### src/rtl/zx_scr_loader.sv
// rtl/zx_scr_loader.sv - ZX screen image stream loader into a 13-bit frame buffer
// Optional ZX_SCR_LOADER_CHECKSUM_EN adds a trailing XOR checksum byte and ERR flag.
module zx_scr_loader #(
  parameter logic [12:0] BASE_ADDR = 13'h0000,
  parameter int          SCR_BYTES = 6912
) (
  input  logic        CLK,
  input  logic        RST,
  input  logic        START,
  input  logic [7:0]  IN_DATA,
  input  logic        IN_VALID,
  output logic        IN_READY,
  output logic        MEM_WE,
  output logic [12:0] MEM_ADDR,
  output logic [7:0]  MEM_DATA,
  output logic        BUSY,
  output logic        DONE,
  output logic        ERR
);

`ifdef ZX_SCR_LOADER_CHECKSUM_EN
  typedef enum logic [1:0] {S_IDLE = 2'd0, S_LOAD = 2'd1, S_CHECK = 2'd2, S_DONE = 2'd3} state_t;
`else
  typedef enum logic [1:0] {S_IDLE = 2'd0, S_LOAD = 2'd1, S_DONE = 2'd3} state_t;
`endif

  localparam logic [12:0] LP_LAST = 13'(SCR_BYTES - 1);

  state_t      r_state;
  logic [12:0] r_cnt;
  logic        r_ready;
  logic        r_we;
  logic [12:0] r_addr;
  logic [7:0]  r_data;
  logic        r_busy;
  logic        r_done;
  logic        w_accept;
  logic [12:0] w_addr;

  assign w_accept = IN_VALID & r_ready;
  // 13-bit sum wraps naturally at the top of the frame buffer
  assign w_addr   = BASE_ADDR + r_cnt;

`ifdef ZX_SCR_LOADER_CHECKSUM_EN
  logic [7:0] r_csum;
  logic       r_err;

  always_ff @(posedge CLK) begin
    if (RST) begin
      r_state <= S_IDLE;
      r_cnt   <= '0;
      r_ready <= 1'b0;
      r_we    <= 1'b0;
      r_addr  <= '0;
      r_data  <= '0;
      r_busy  <= 1'b0;
      r_done  <= 1'b0;
      r_csum  <= '0;
      r_err   <= 1'b0;
    end else begin
      r_we <= 1'b0;
      case (r_state)
        S_IDLE, S_DONE: begin
          if (START) begin
            r_state <= S_LOAD;
            r_cnt   <= '0;
            r_csum  <= '0;
            r_err   <= 1'b0;
            r_done  <= 1'b0;
            r_busy  <= 1'b1;
            r_ready <= 1'b1;
          end
        end
        S_LOAD: begin
          if (w_accept) begin
            r_we   <= 1'b1;
            r_addr <= w_addr;
            r_data <= IN_DATA;
            r_cnt  <= r_cnt + 13'd1;
            r_csum <= r_csum ^ IN_DATA;
            if (r_cnt == LP_LAST) begin
              r_state <= S_CHECK;
            end
          end
        end
        S_CHECK: begin
          // checksum byte is compared only, never written to memory
          if (w_accept) begin
            r_err   <= (IN_DATA != r_csum);
            r_state <= S_DONE;
            r_done  <= 1'b1;
            r_busy  <= 1'b0;
            r_ready <= 1'b0;
          end
        end
        default: r_state <= S_IDLE;
      endcase
    end
  end

  assign ERR = r_err;
`else
  always_ff @(posedge CLK) begin
    if (RST) begin
      r_state <= S_IDLE;
      r_cnt   <= '0;
      r_ready <= 1'b0;
      r_we    <= 1'b0;
      r_addr  <= '0;
      r_data  <= '0;
      r_busy  <= 1'b0;
      r_done  <= 1'b0;
    end else begin
      r_we <= 1'b0;
      case (r_state)
        S_IDLE, S_DONE: begin
          if (START) begin
            r_state <= S_LOAD;
            r_cnt   <= '0;
            r_done  <= 1'b0;
            r_busy  <= 1'b1;
            r_ready <= 1'b1;
          end
        end
        S_LOAD: begin
          if (w_accept) begin
            r_we   <= 1'b1;
            r_addr <= w_addr;
            r_data <= IN_DATA;
            r_cnt  <= r_cnt + 13'd1;
            // DONE rises together with the final write strobe
            if (r_cnt == LP_LAST) begin
              r_state <= S_DONE;
              r_done  <= 1'b1;
              r_busy  <= 1'b0;
              r_ready <= 1'b0;
            end
          end
        end
        default: r_state <= S_IDLE;
      endcase
    end
  end

  assign ERR = 1'b0;
`endif

  assign IN_READY = r_ready;
  assign MEM_WE   = r_we;
  assign MEM_ADDR = r_addr;
  assign MEM_DATA = r_data;
  assign BUSY     = r_busy;
  assign DONE     = r_done;

endmodule

### config.mk
export PLATFORM = sky130hd
export DESIGN_NAME = zx_scr_loader
export DESIGN_NICKNAME = d
export VERILOG_FILES = /design/src/rtl/zx_scr_loader.sv
export SDC_FILE = /design/constraint.sdc
export NUM_CORES = 1
export LEC_CHECK = 0
export CAP_MARGIN = 0
export CORE_UTILIZATION = 48
export CTS_BUF_LIST = sky130_fd_sc_hd__clkbuf_16
export CTS_CLUSTER_DIAMETER = 80
export DETAILED_ROUTE_END_ITERATION = 8
export HOLD_SLACK_MARGIN = 0.03
export PLACE_DENSITY = 0.81
export SKIP_CTS_REPAIR_TIMING = 1
export SLEW_MARGIN = 10
export SYNTH_ARGS = -nofsm -noshare
export SYNTH_HDL_FRONTEND = slang
export SYNTH_SLANG_ARGS = --single-unit
### constraint.sdc
create_clock -name CLK -period 2.9 [get_ports CLK]
set_input_delay 0.58 -clock CLK [delete_from_list [all_inputs] [get_ports CLK]]
set_output_delay 0.58 -clock CLK [all_outputs]
set_load 0.005 [all_outputs]
==> results.md <==
* HP Start: MEM_ADDR[3]
* Starting Density at 51.44%
* Initial antenna violation count at 0
* Setup ws final at 0.5807 ns
* Type of element capturing the critical path: register
* Post-synthesis cell type count at 38
* First-pass GRT wire length at 5299 um
* Number of synthesized register bits at 39
* Via/cell ratio at 5.141
* Register-to-register setup slack at 0.59 ns
* R2R depth at 6
* Synth Cell Area at 1609 um2
* Critical Path Fanout Max at 8
* Fin Setup TNS at 0 ns
* Vias in the first global route at 1216
* M1 WL at between 1500 and 2000 um
* Synth top area cells: dfxtp_1 49%, nand2_1 12%, a21oi_1 8.4%
* WL met3 at 83 um
* CP arrival at 2.53 ns
* RD Place Congestion at around 0.84
* Max Cap Viol at 0
* Startpoint types: input port
* Worst hold path class: register to register
* Drt wl/cell at around 11 um
* Multi-input logic area at around 760 um2
* Final setup fails at 0
* WHS at roughly 0.45 ns
* Final period util at 79.98%
* Sequential fraction of the synthesis area at 48.52%
* Reg clk slew, reported paths at 0.05 ns
* DRT Pass-1 Iters at 4
* Rows at 20
* Post-synth top flop: dfxtp_1
* Port Buf Inserts at 36
* Total leakage power at 0.7304 nW
* Ys async rst share at 0%
* Fillcell total at roughly 290
* Post-synth top cells: 50 x nand2_1, 39 x dfxtp_1, 27 x a21oi_1
* TritonCTS Sinks at 39
* Syn nets at 211
* CP top delay family: simple AND/OR/NAND/NOR gates
* Synth warnings at 0
* Worst EP required at 3.11 ns
* Die width at 59.90 um
* Largest net degree at the start of global routing at 29
* Leading area contributor after synthesis: dfxtp_1
* GR Overflow Total at 0
* CTS Root Cell: clkbuf_16
* CP cell instances: clkdlybuf4s50_1 -> mux2i_2 -> or4_1 -> or4_1 -> a21oi_1
* Synth top area share at 48.52%
* Fin nets at 246
* RSZ-0062 raised after global routing: no
* H-tree depth at 2
* Area delta synth->final at 32.66%
* Run status: finished clean
* Final Hold Vio Count at 0
* Num CTS Buffers at 5
* Critical R2R Launch: r_state[0]
* Place WS at approximately 0.31 ns
* Final slew viol count at 0
* Syn Area/Cell at roughly 8.2 um2
* Layout cells sized above 1 at 9.052%
* Layout Skew at roughly 0.0042 ns
* Worst path slowest cell: or4_1
* Hold endpoint: MEM_ADDR[3]
* WL met2 at 1469 um
* DRT iter0 DRCs at 50
* Cell with the most instances after synthesis: nand2_1
* Wirelength, routed at around 3200 um
* Mapped Cells at 196
* CTS tree: done
* Die area at 3587 um2
* Max Root-Sink Buffers at 2
* Chip Height at roughly 60 um
* Total Routing Usage GR at roughly 20%
* Core area at 3128 um2
* Tmin final at 2.319 ns
* Kind of critical path: input port to register
* Highest metal used: met4
* CP Launch Point: START
* Crit-path most repeated cell: or4_1
* DP HPWL at approximately 2200 um
* Hold Crit Depth at 2
* DRC at 0
* # IOs at 38
* Crit path buf inv count at 1
* Peak VDD IR at 0.0003124 V
* Antenna fix cells at 0
* Maximum clock frequency at 431.2 MHz
* Reg2reg end: r_cnt[12]
* Post-synth EDFFs at 0
* CP max stage delay at roughly 0.65 ns
* Via count at 1419
* Clock Latency Late Sink at 0.28 ns
* Register area at 780.7 um2
* Routed Antenna Nets at 0
* P per Cell Area at approximately 540 nW/um2
-- metal layers --
layer | vias to the layer above | global-route usage, %
met5 | - | 0
met4 | 0 | 10.96
met3 | 4 | 4.113
met2 | 24 | 30.63
met1 | 656 | 26.22
li1 | 735 | -
-- flip-flops by register name, indices dropped and copies added, names as in the netlist --
signal,cells
BUSY,1
DONE,1
MEM_ADDR,13
MEM_DATA,8
MEM_WE,1
r_cnt,13
r_state,2
-- layout make-up --
class | instances | share of cell area, %
repair buffers | 39 | 17.94
inverters | 6 | 1.055
flip-flops and latches | 39 | 36.58
multi-input cells | 140 | 35.40
clock buffers | 5 | 5.862
clock inverters | 3 | 0.5862
well taps | 44 | 2.579
-- worst register-to-register path, delay by kind of cell, from the launching register on --
kind	cells	cell delay, ns
multiplexers	1	0.21
adder cells (fa/ha/maj)	1	0.33
AO/OA/AOI/OAI	1	0.14
flip-flops	1	0.35
buffers and inverters	1	0.05
AND/OR/NAND/NOR	2	1.16
-- where the power goes --
group | total [mW] | switching, mW | internal [mW]
sequential | 0.549 | 0.00562 | 0.543
combinational | 0.0978 | 0.0525 | 0.0453
clock | 0.508 | 0.198 | 0.310
-- metrics by stage --
stage                     utilization [%]  power (mW)  instance area, um2  cells
after global placement              63.84      0.6565                1997    268
after floorplan                         -      0.6209                1609    196
after global routing                68.24       1.196                2135    276
final                               68.24       1.154                2135    276
after detailed placement            63.84      0.6576                1997    268
after CTS                           68.24       1.163                2135    276
-- how the worst max path moves through the flow --
stage | end | slack (ns) | cells past startpoint
floorplan | r_cnt[12] | 0.72 | 7
global placement | r_cnt[12] | 0.35 | 5
detailed placement | r_cnt[12] | 0.31 | 5
CTS | r_cnt[12] | 0.59 | 5
global route | r_cnt[12] | 0.44 | 6
finish | r_cnt[12] | 0.58 | 5
-- logic make-up (layout without fill, tap and decap cells) --
logic type / after synthesis / in the layout / synth area share, %
flops: 39 / 39 / 48.52
fa+ha+maj: 3 / 3 / 2.333
other cells: 1 / 1 / 0.2331
simple gates: 91 / 91 / 26.21
compound gates: 40 / 40 / 15.16
xor+xnor: 4 / 4 / 2.177
buf+inv: 17 / 53 / 4.510
mux: 1 / 1 / 0.8552
-- cells in the final DEF (no fill, tap or decap), drive strengths merged, types with 2 or more instances in the layout --
cell / instances
dfxtp: 39
a211o: 2
o21ai: 2
ha: 3
nand4: 3
clkbuf: 5
or4: 3
or2: 3
buf: 3
inv: 8
and3: 3
nor2: 12
nor4: 2
clkdlybuf4s50: 36
xnor2: 4
or3: 2
nand3: 3
nand2: 50
a21oi: 27
nor3: 5
(Power assumes the default switching activity.)
